### src/rtl/g_buffer_arbiter_if.sv
`default_nettype none
// ============================================================================
// Module      : g_buffer_arbiter_if
// Description : Bundle of the requester-side handshakes (vertex write,
//               triangle read request, triangle output) and the g_buffer
//               access port seen by g_buffer_arbiter.
//               slave  : arbiter view (drives grants, triangle output and
//                        g_buffer controls).
//               master : environment view (requesters, consumer, g_buffer).
// Revision    : 1.0 - initial release
// ============================================================================
interface g_buffer_arbiter_if #(
  parameter int VERTEX_DATAWIDTH = 12,
  parameter int MAX_NUM_VERTEXES = 1024
);
  localparam int c_vw = 3 * VERTEX_DATAWIDTH;
  localparam int c_aw = $clog2(MAX_NUM_VERTEXES);

  // vertex write channel
  logic            wr_valid;
  logic            wr_ready;
  logic [c_aw-1:0] wr_addr;
  logic [c_vw-1:0] wr_data;
  // triangle read request channel
  logic            rd_valid;
  logic            rd_ready;
  logic [c_aw-1:0] rd_idx0;
  logic [c_aw-1:0] rd_idx1;
  logic [c_aw-1:0] rd_idx2;
  // triangle output channel
  logic            tri_valid;
  logic            tri_ready;
  logic [c_vw-1:0] tri_v0;
  logic [c_vw-1:0] tri_v1;
  logic [c_vw-1:0] tri_v2;
  // g_buffer access port
  logic            gb_ready;
  logic            gb_en;
  logic            gb_rw;
  logic [c_aw-1:0] gb_addr_write;
  logic [c_aw-1:0] gb_addr_read0;
  logic [c_aw-1:0] gb_addr_read1;
  logic [c_aw-1:0] gb_addr_read2;
  logic [c_vw-1:0] gb_data_write;
  logic [c_vw-1:0] gb_data_read0;
  logic [c_vw-1:0] gb_data_read1;
  logic [c_vw-1:0] gb_data_read2;
  logic            gb_dv;

  modport slave (
    input  wr_valid, wr_addr, wr_data,
    input  rd_valid, rd_idx0, rd_idx1, rd_idx2,
    input  tri_ready,
    input  gb_ready, gb_data_read0, gb_data_read1, gb_data_read2, gb_dv,
    output wr_ready, rd_ready,
    output tri_valid, tri_v0, tri_v1, tri_v2,
    output gb_en, gb_rw, gb_addr_write, gb_addr_read0, gb_addr_read1,
    output gb_addr_read2, gb_data_write
  );

  modport master (
    output wr_valid, wr_addr, wr_data,
    output rd_valid, rd_idx0, rd_idx1, rd_idx2,
    output tri_ready,
    output gb_ready, gb_data_read0, gb_data_read1, gb_data_read2, gb_dv,
    input  wr_ready, rd_ready,
    input  tri_valid, tri_v0, tri_v1, tri_v2,
    input  gb_en, gb_rw, gb_addr_write, gb_addr_read0, gb_addr_read1,
    input  gb_addr_read2, gb_data_write
  );
endinterface
`default_nettype wire

### src/rtl/g_buffer_arbiter.sv
`default_nettype none
// ============================================================================
// Module      : g_buffer_arbiter
// Description : Shares the single g_buffer access port between the vertex
//               writer and the triangle reader. Round-robin arbitration,
//               per-frame vertex-count scoreboard gating triangle reads, and
//               a held triangle output under valid/ready backpressure.
// Ports       : clk, rstn (async active-low), frame_start (clears count),
//               vert_count (vertices written this frame),
//               bus (g_buffer_arbiter_if.slave: wr/rd/tri channels + g_buffer)
// Revision    : 1.0 - initial release
// ============================================================================
module g_buffer_arbiter #(
  parameter int VERTEX_DATAWIDTH = 12,
  parameter int MAX_NUM_VERTEXES = 1024
) (
  input  wire logic                               clk,
  input  wire logic                               rstn,
  input  wire logic                               frame_start,
  output      logic [$clog2(MAX_NUM_VERTEXES):0]  vert_count,
  g_buffer_arbiter_if.slave                       bus
);
  localparam int c_vw = 3 * VERTEX_DATAWIDTH;
  localparam int c_aw = $clog2(MAX_NUM_VERTEXES);
  localparam logic [c_aw:0] c_max_count = (c_aw+1)'(MAX_NUM_VERTEXES);

  typedef enum logic [1:0] {
    S_IDLE    = 2'd0,
    S_RD_WAIT = 2'd1,
    S_OUT     = 2'd2
  } state_t;

  state_t          r_state;
  state_t          w_state_nxt;
  logic            r_last_read;   // 1: previous grant went to the reader
  logic            r_gb_en_d;     // an access was issued last cycle
  logic [c_aw-1:0] r_idx0, r_idx1, r_idx2;
  logic [c_vw-1:0] r_tri_v0, r_tri_v1, r_tri_v2;
  logic            r_tri_valid;
  logic [c_aw:0]   r_vert_count;

  logic            w_can_grant;
  logic            w_wr_elig;
  logic            w_rd_elig;
  logic            w_grant_wr;
  logic            w_grant_rd;

  // Back-to-back accesses are suppressed so gb_en never stays high for two
  // cycles; the g_buffer needs a gap to update its ready status.
  assign w_can_grant = bus.gb_ready && !r_gb_en_d;
  assign w_wr_elig   = bus.wr_valid && (r_state != S_RD_WAIT);
  // A triangle is readable only once all three vertices exist this frame.
  assign w_rd_elig   = bus.rd_valid && (r_state == S_IDLE) &&
                       ({1'b0, bus.rd_idx0} < r_vert_count) &&
                       ({1'b0, bus.rd_idx1} < r_vert_count) &&
                       ({1'b0, bus.rd_idx2} < r_vert_count);

  // FSM state register
  always_ff @(posedge clk or negedge rstn) begin
    if (!rstn) begin
      r_state <= S_IDLE;
    end else begin
      r_state <= w_state_nxt;
    end
  end

  // Arbitration and next-state
  always_comb begin
    w_state_nxt = r_state;
    w_grant_wr  = 1'b0;
    w_grant_rd  = 1'b0;
    if (w_can_grant) begin
      if (w_wr_elig && w_rd_elig) begin
        w_grant_wr = r_last_read;
        w_grant_rd = !r_last_read;
      end else begin
        w_grant_wr = w_wr_elig;
        w_grant_rd = w_rd_elig;
      end
    end
    case (r_state)
      S_IDLE:    if (w_grant_rd)    w_state_nxt = S_RD_WAIT;
      S_RD_WAIT: if (bus.gb_dv)     w_state_nxt = S_OUT;
      S_OUT:     if (bus.tri_ready) w_state_nxt = S_IDLE;
      default:                      w_state_nxt = S_IDLE;
    endcase
  end

  // Datapath: grant history, index latches, triangle hold, scoreboard
  always_ff @(posedge clk or negedge rstn) begin
    if (!rstn) begin
      r_last_read  <= 1'b1;
      r_gb_en_d    <= 1'b0;
      r_idx0       <= '0;
      r_idx1       <= '0;
      r_idx2       <= '0;
      r_tri_v0     <= '0;
      r_tri_v1     <= '0;
      r_tri_v2     <= '0;
      r_tri_valid  <= 1'b0;
      r_vert_count <= '0;
    end else begin
      r_gb_en_d <= w_grant_wr || w_grant_rd;
      if (w_grant_wr) begin
        r_last_read <= 1'b0;
      end else if (w_grant_rd) begin
        r_last_read <= 1'b1;
      end
      if (w_grant_rd) begin
        r_idx0 <= bus.rd_idx0;
        r_idx1 <= bus.rd_idx1;
        r_idx2 <= bus.rd_idx2;
      end
      // Data valid is only meaningful while a read is outstanding.
      if (r_state == S_RD_WAIT && bus.gb_dv) begin
        r_tri_v0    <= bus.gb_data_read0;
        r_tri_v1    <= bus.gb_data_read1;
        r_tri_v2    <= bus.gb_data_read2;
        r_tri_valid <= 1'b1;
      end else if (r_state == S_OUT && bus.tri_ready) begin
        r_tri_valid <= 1'b0;
      end
      // A new frame wins over a coincident write; the write still goes out.
      if (frame_start) begin
        r_vert_count <= '0;
      end else if (w_grant_wr && r_vert_count < c_max_count) begin
        r_vert_count <= r_vert_count + 1'b1;
      end
    end
  end

  assign bus.gb_en         = w_grant_wr || w_grant_rd;
  assign bus.gb_rw         = w_grant_wr;
  assign bus.wr_ready      = w_grant_wr;
  assign bus.rd_ready      = w_grant_rd;
  assign bus.gb_addr_write = bus.wr_addr;
  assign bus.gb_data_write = bus.wr_data;
  assign bus.gb_addr_read0 = w_grant_rd ? bus.rd_idx0 : r_idx0;
  assign bus.gb_addr_read1 = w_grant_rd ? bus.rd_idx1 : r_idx1;
  assign bus.gb_addr_read2 = w_grant_rd ? bus.rd_idx2 : r_idx2;
  assign bus.tri_valid     = r_tri_valid;
  assign bus.tri_v0        = r_tri_v0;
  assign bus.tri_v1        = r_tri_v1;
  assign bus.tri_v2        = r_tri_v2;
  assign vert_count        = r_vert_count;
endmodule
`default_nettype wire

### src/flat_wrapper.sv
// flat-port wrapper written by rule: the top's interface ports become plain ports
module g_buffer_arbiter_flat 
#(
  parameter int VERTEX_DATAWIDTH = 12,
  parameter int MAX_NUM_VERTEXES = 1024
)
  (clk, rstn, frame_start, vert_count, bus_wr_valid, bus_wr_addr, bus_wr_data, bus_rd_valid, bus_rd_idx0, bus_rd_idx1, bus_rd_idx2, bus_tri_ready, bus_gb_ready, bus_gb_data_read0, bus_gb_data_read1, bus_gb_data_read2, bus_gb_dv, bus_wr_ready, bus_rd_ready, bus_tri_valid, bus_tri_v0, bus_tri_v1, bus_tri_v2, bus_gb_en, bus_gb_rw, bus_gb_addr_write, bus_gb_addr_read0, bus_gb_addr_read1, bus_gb_addr_read2, bus_gb_data_write);
  g_buffer_arbiter_if #(.VERTEX_DATAWIDTH(VERTEX_DATAWIDTH), .MAX_NUM_VERTEXES(MAX_NUM_VERTEXES)) bus_i ();
  input  wire logic clk;
  input  wire logic rstn;
  input  wire logic frame_start;
  output      logic [$clog2(MAX_NUM_VERTEXES):0] vert_count;
  input wire logic [$bits(bus_i.wr_valid)-1:0] bus_wr_valid;
  input wire logic [$bits(bus_i.wr_addr)-1:0] bus_wr_addr;
  input wire logic [$bits(bus_i.wr_data)-1:0] bus_wr_data;
  input wire logic [$bits(bus_i.rd_valid)-1:0] bus_rd_valid;
  input wire logic [$bits(bus_i.rd_idx0)-1:0] bus_rd_idx0;
  input wire logic [$bits(bus_i.rd_idx1)-1:0] bus_rd_idx1;
  input wire logic [$bits(bus_i.rd_idx2)-1:0] bus_rd_idx2;
  input wire logic [$bits(bus_i.tri_ready)-1:0] bus_tri_ready;
  input wire logic [$bits(bus_i.gb_ready)-1:0] bus_gb_ready;
  input wire logic [$bits(bus_i.gb_data_read0)-1:0] bus_gb_data_read0;
  input wire logic [$bits(bus_i.gb_data_read1)-1:0] bus_gb_data_read1;
  input wire logic [$bits(bus_i.gb_data_read2)-1:0] bus_gb_data_read2;
  input wire logic [$bits(bus_i.gb_dv)-1:0] bus_gb_dv;
  output wire logic [$bits(bus_i.wr_ready)-1:0] bus_wr_ready;
  output wire logic [$bits(bus_i.rd_ready)-1:0] bus_rd_ready;
  output wire logic [$bits(bus_i.tri_valid)-1:0] bus_tri_valid;
  output wire logic [$bits(bus_i.tri_v0)-1:0] bus_tri_v0;
  output wire logic [$bits(bus_i.tri_v1)-1:0] bus_tri_v1;
  output wire logic [$bits(bus_i.tri_v2)-1:0] bus_tri_v2;
  output wire logic [$bits(bus_i.gb_en)-1:0] bus_gb_en;
  output wire logic [$bits(bus_i.gb_rw)-1:0] bus_gb_rw;
  output wire logic [$bits(bus_i.gb_addr_write)-1:0] bus_gb_addr_write;
  output wire logic [$bits(bus_i.gb_addr_read0)-1:0] bus_gb_addr_read0;
  output wire logic [$bits(bus_i.gb_addr_read1)-1:0] bus_gb_addr_read1;
  output wire logic [$bits(bus_i.gb_addr_read2)-1:0] bus_gb_addr_read2;
  output wire logic [$bits(bus_i.gb_data_write)-1:0] bus_gb_data_write;
  assign bus_i.wr_valid = bus_wr_valid;
  assign bus_i.wr_addr = bus_wr_addr;
  assign bus_i.wr_data = bus_wr_data;
  assign bus_i.rd_valid = bus_rd_valid;
  assign bus_i.rd_idx0 = bus_rd_idx0;
  assign bus_i.rd_idx1 = bus_rd_idx1;
  assign bus_i.rd_idx2 = bus_rd_idx2;
  assign bus_i.tri_ready = bus_tri_ready;
  assign bus_i.gb_ready = bus_gb_ready;
  assign bus_i.gb_data_read0 = bus_gb_data_read0;
  assign bus_i.gb_data_read1 = bus_gb_data_read1;
  assign bus_i.gb_data_read2 = bus_gb_data_read2;
  assign bus_i.gb_dv = bus_gb_dv;
  assign bus_wr_ready = bus_i.wr_ready;
  assign bus_rd_ready = bus_i.rd_ready;
  assign bus_tri_valid = bus_i.tri_valid;
  assign bus_tri_v0 = bus_i.tri_v0;
  assign bus_tri_v1 = bus_i.tri_v1;
  assign bus_tri_v2 = bus_i.tri_v2;
  assign bus_gb_en = bus_i.gb_en;
  assign bus_gb_rw = bus_i.gb_rw;
  assign bus_gb_addr_write = bus_i.gb_addr_write;
  assign bus_gb_addr_read0 = bus_i.gb_addr_read0;
  assign bus_gb_addr_read1 = bus_i.gb_addr_read1;
  assign bus_gb_addr_read2 = bus_i.gb_addr_read2;
  assign bus_gb_data_write = bus_i.gb_data_write;
  g_buffer_arbiter #(.VERTEX_DATAWIDTH(VERTEX_DATAWIDTH), .MAX_NUM_VERTEXES(MAX_NUM_VERTEXES)) u_core (.clk(clk), .rstn(rstn), .frame_start(frame_start), .vert_count(vert_count), .bus(bus_i));
endmodule
### config.mk
export PLATFORM = sky130hd
export DESIGN_NAME = g_buffer_arbiter_flat
export DESIGN_NICKNAME = d
export VERILOG_FILES = /design/src/rtl/g_buffer_arbiter_if.sv /design/src/rtl/g_buffer_arbiter.sv /design/src/flat_wrapper.sv
export SDC_FILE = /design/constraint.sdc
export NUM_CORES = 1
export LEC_CHECK = 0
export CAP_MARGIN = 40
export CORE_AREA = 2 2 152 154
export DETAILED_ROUTE_END_ITERATION = 10
export DIE_AREA = 0 0 154 156
export GPL_TIMING_DRIVEN = 0
export PLACE_DENSITY = 0.67
export SLEW_MARGIN = 30
export SYNTH_ARGS = -nofsm -noshare
export SYNTH_HDL_FRONTEND = slang
export SYNTH_SLANG_ARGS = --single-unit
### constraint.sdc
create_clock -name clk -period 4.9 [get_ports clk]
set_input_delay 0.49 -clock clk [delete_from_list [all_inputs] [get_ports clk]]
set_output_delay 0.49 -clock clk [all_outputs]
set_load 0.05 [all_outputs]
==> flow_summary.yaml <==
power:
  power_frac_comb_pct: 38.1
  leakage_nw: 5.050
  seqPwrFrac_pct: 33.0
  swShare_pct: 38.41
  clockPowerShare_pct: 28.8
  ir_worst_vdd_mv: 0.2220
  power_density_nw_per_um2: 423.2
  p_int_w: 0.002959
  p_sw_w: 0.001846
placed_design:
  dp_slack_ns: 0.5341
  hpwl_mm: 15.88
  gp_congestion: 0.7640
  port_buffers: 345
drt:
  drtPass1Iterations: 4
  vias_per_cell: 4.540
  drt-initial-drc-count: 176
  vias: 5307
  drt-total-wl_mm: 20.42
  drc: 0
  wl_per_cell_microns: 17.47
  detail-route-antenna-nets: 0
min_path:
  min_path_type: "input port to async pin"
timing:
  worstMarginPinSlew_ns: 0.6428
  finalSetupViolCount: 0
  rsz0062_at_grt: "false"
  worst_slack_ns: 0.4864
  fin_crit_sh_pct: 90.07
  finalCriticalPeriod_ns: 4.414
  hold_viol_final: 0
  fin_skew_ns: 0.02466
  max_freq_mhz: 226.6
  final_max_slew_viol_count: 0
  tns_ns: 0
  slew_headroom_pct: 57.15
floorplan:
  initial_core_util_pct: 30.87
  ioPinCount: 392
  dieArea_sq_um: 24020
  core_sq_um: 22370
  placementRows: 55
  die_x_microns: 154
  die_h_microns: 156
setup_path:
  cp-start-kind: "flop"
  cp-end-kind: "output pin"
  worst-path-buf-inv: 3
  critPathSlowestCell: "clkdlybuf4s50_1"
  arrival_ns: 3.92
  setup.worst_path.class: "flop to output pin"
  crit_family: "buffers and inverters"
  path_cells: "inv_1 -> ha_1 -> a21oi_1 -> o21ai_0 -> a21oi_1 -> o32ai_4 -> nor3_4 -> buf_6 -> mux2_2 -> clkdlybuf4s50_1"
  cp_max_fo: 10
  cp.depth: 10
  critPathMaxStageDelay_ns: 0.73
  critPathRequiredTime_ns: 4.41
  worst-r2r-cell-count: 9
  timing.critical_path.mode_cell: "a21oi_1"
global_route:
  grt_max_degree: 79
  grt_pass1_wl_mm: 30.65
  track_usage_pct: 16.68
  first_global_vias: 5499
  antenna_found_initial: 0
  overflow: 0
layout:
  area_growth_pct: 64.46
  n_antenna_cell: 0
  nets: 1091
  drive_above_1_share_pct: 26.47
synth:
  async_flop_share_pct: 100.0
  synth.net_count: 726
  netlist_instances: 506
  synth-seq-cells: 154
  synth_ff_type: "dfrtp_1"
  syn_area_sq_um: 6904
  yosysWarningCount: 0
  synth.distinct_cells: 42
  avgSynthCellArea_sq_um: 13.64
  synth-edff-count: 0
  seq_area_frac_synth_pct: 55.84
outcome:
  status: "completed"
clocking:
  htreeDepth: 4
  postCtsResizedCells: 0
  cts_inserted_buffers: 17
  numClockSinks: 154
  cts_root_buffer: "clkbuf_16"
  clk_pin_slew_ns: 0.07
  hold_buffers: 0
  clock_path_buffers: 2
  cts_tree: "built"
  cts_setup_buffers: 0
  clkLatencyLatePin_ns: 0.43
job:
  drv_cap: 0
## layout by cell type, fill, tap and decap left out, types with 2 or more instances in the layout
| master | instances |
|---|---|
| clkdlybuf4s50_1 | 344 |
| o31ai_1 | 3 |
| nand2_1 | 14 |
| o21ai_1 | 2 |
| bufinv_16 | 2 |
| inv_1 | 16 |
| nand4_1 | 4 |
| nor2b_1 | 3 |
| o211ai_1 | 3 |
| or3_1 | 2 |
| nor2_1 | 21 |
| o21ai_0 | 6 |
| nor3_1 | 3 |
| inv_6 | 5 |
| clkbuf_16 | 17 |
| clkbuf_1 | 12 |
| and3_1 | 2 |
| buf_4 | 47 |
| clkinvlp_4 | 2 |
| a21oi_1 | 15 |
| inv_8 | 3 |
| nand2b_1 | 3 |
| buf_6 | 3 |
| nand3_1 | 3 |
| mux2_2 | 141 |
| dfrtp_1 | 153 |
| xnor2_1 | 2 |
| ha_1 | 28 |
## stage by stage
stage	instances	hold WS, ns	total power (W)	area (sq um)	utilization [%]
after floorplan	506	0.1944	0.002736	6904	-
after global placement	1136	0.4810	0.003444	10710	47.90
after detailed placement	1137	0.4861	0.003460	10750	48.06
after CTS	1169	0.05067	0.004863	11350	50.77
after global routing	1169	0.07526	0.004997	11350	50.77
final	1169	0.04292	0.004805	11350	50.77
## power by group through the flow
stage | logic, W | registers, W | clock network, W
after detailed placement | 0.00185 | 0.00161 | 0
after global placement | 0.00184 | 0.00161 | 0
final | 0.00183 | 0.00159 | 0.00139
after floorplan | 0.000482 | 0.00225 | 0
after CTS | 0.00185 | 0.00159 | 0.00142
after global routing | 0.00191 | 0.00162 | 0.00147
## per-layer routing
| metal | GRT usage, % | vias up | part of all wire (%) |
|---|---|---|---|
| li1 | - | 2456 | - |
| met1 | 18.03 | 2589 | 37 |
| met2 | 29.28 | 247 | 50 |
| met3 | 7.972 | 15 | 11 |
| met4 | 4.539 | 0 | 1.1 |
| met5 | 0 | - | 0 |
## state kept, by name (all words and copies together) (netlist names)
signal and flops:
u_core.bus.tri_v0 36, u_core.bus.tri_v1 36, u_core.bus.tri_v2 36, u_core.bus.tri_valid 1
u_core.r_gb_en_d 1, u_core.r_idx0 10, u_core.r_idx1 10, u_core.r_idx2 10
u_core.r_last_read 1, u_core.r_state 2, u_core.vert_count 11
## cells in the mapped netlist, drive strengths merged (2+ instances only)
library cell	number	share of area [%]
dfrtp	153	55
mux2	141	23
buf	51	5.7
ha	28	5.1
nor2	21	1.1
inv	16	0.87
a21oi	15	1.1
nand2	14	0.76
clkbuf	12	0.65
o21ai	9	0.71
nor3	5	0.60
nand4	4	0.36
o211ai	4	0.51
nand2b	3	0.27
nand3	3	0.22
nor2b	3	0.27
o31ai	3	0.33
a211oi	2	0.29
and3	2	0.18
o32ai	2	0.53
or3	2	0.18
xnor2	2	0.25
## final timing paths
kind                                             startpoint                                end  slack [ns]
setup / recovery           u_core.vert_count[2]$_DFFE_PN0P_               bus_gb_addr_read0[5]        0.49
hold / removal                                         rstn         u_core.r_idx2[9]$_DFF_PN0_        0.04
setup reg to reg           u_core.vert_count[2]$_DFFE_PN0P_         u_core.r_idx1[7]$_DFF_PN0_        2.00
hold reg to reg                  u_core.r_idx0[4]$_DFF_PN0_         u_core.r_idx0[4]$_DFF_PN0_        0.50
max in group asynchronous                              rstn  u_core.bus.tri_v1[14]$_DFFE_PN0P_        4.05
min in group clk                 u_core.r_idx0[4]$_DFF_PN0_         u_core.r_idx0[4]$_DFF_PN0_        0.50
## cells by family after synthesis
group / synth area share [%]
multiplexers: 23.14
AO/OA/AOI/OAI: 4.060
adder cells (fa/ha/maj): 5.074
buffers and inverters: 7.195
flip-flops: 55.84
XOR/XNOR: 0.2538
AND/OR/NAND/NOR: 4.440
## cell type report
| type | count | area, sq um |
|---|---|---|
| Timing Repair Buffer | 346 | 3486 |
| Sequential cell | 154 | 3855 |
| Clock inverter | 14 | 177.7 |
| Tap cell | 285 | 356.6 |
| Multi-Input combinational cell | 273 | 2552 |
| Inverter | 16 | 60.06 |
| Buffer | 63 | 437.9 |
| Clock buffer | 18 | 429.2 |
| Fill cell | 2017 | 11010 |
No activity file was read; power rests on OpenSTA's default activity.
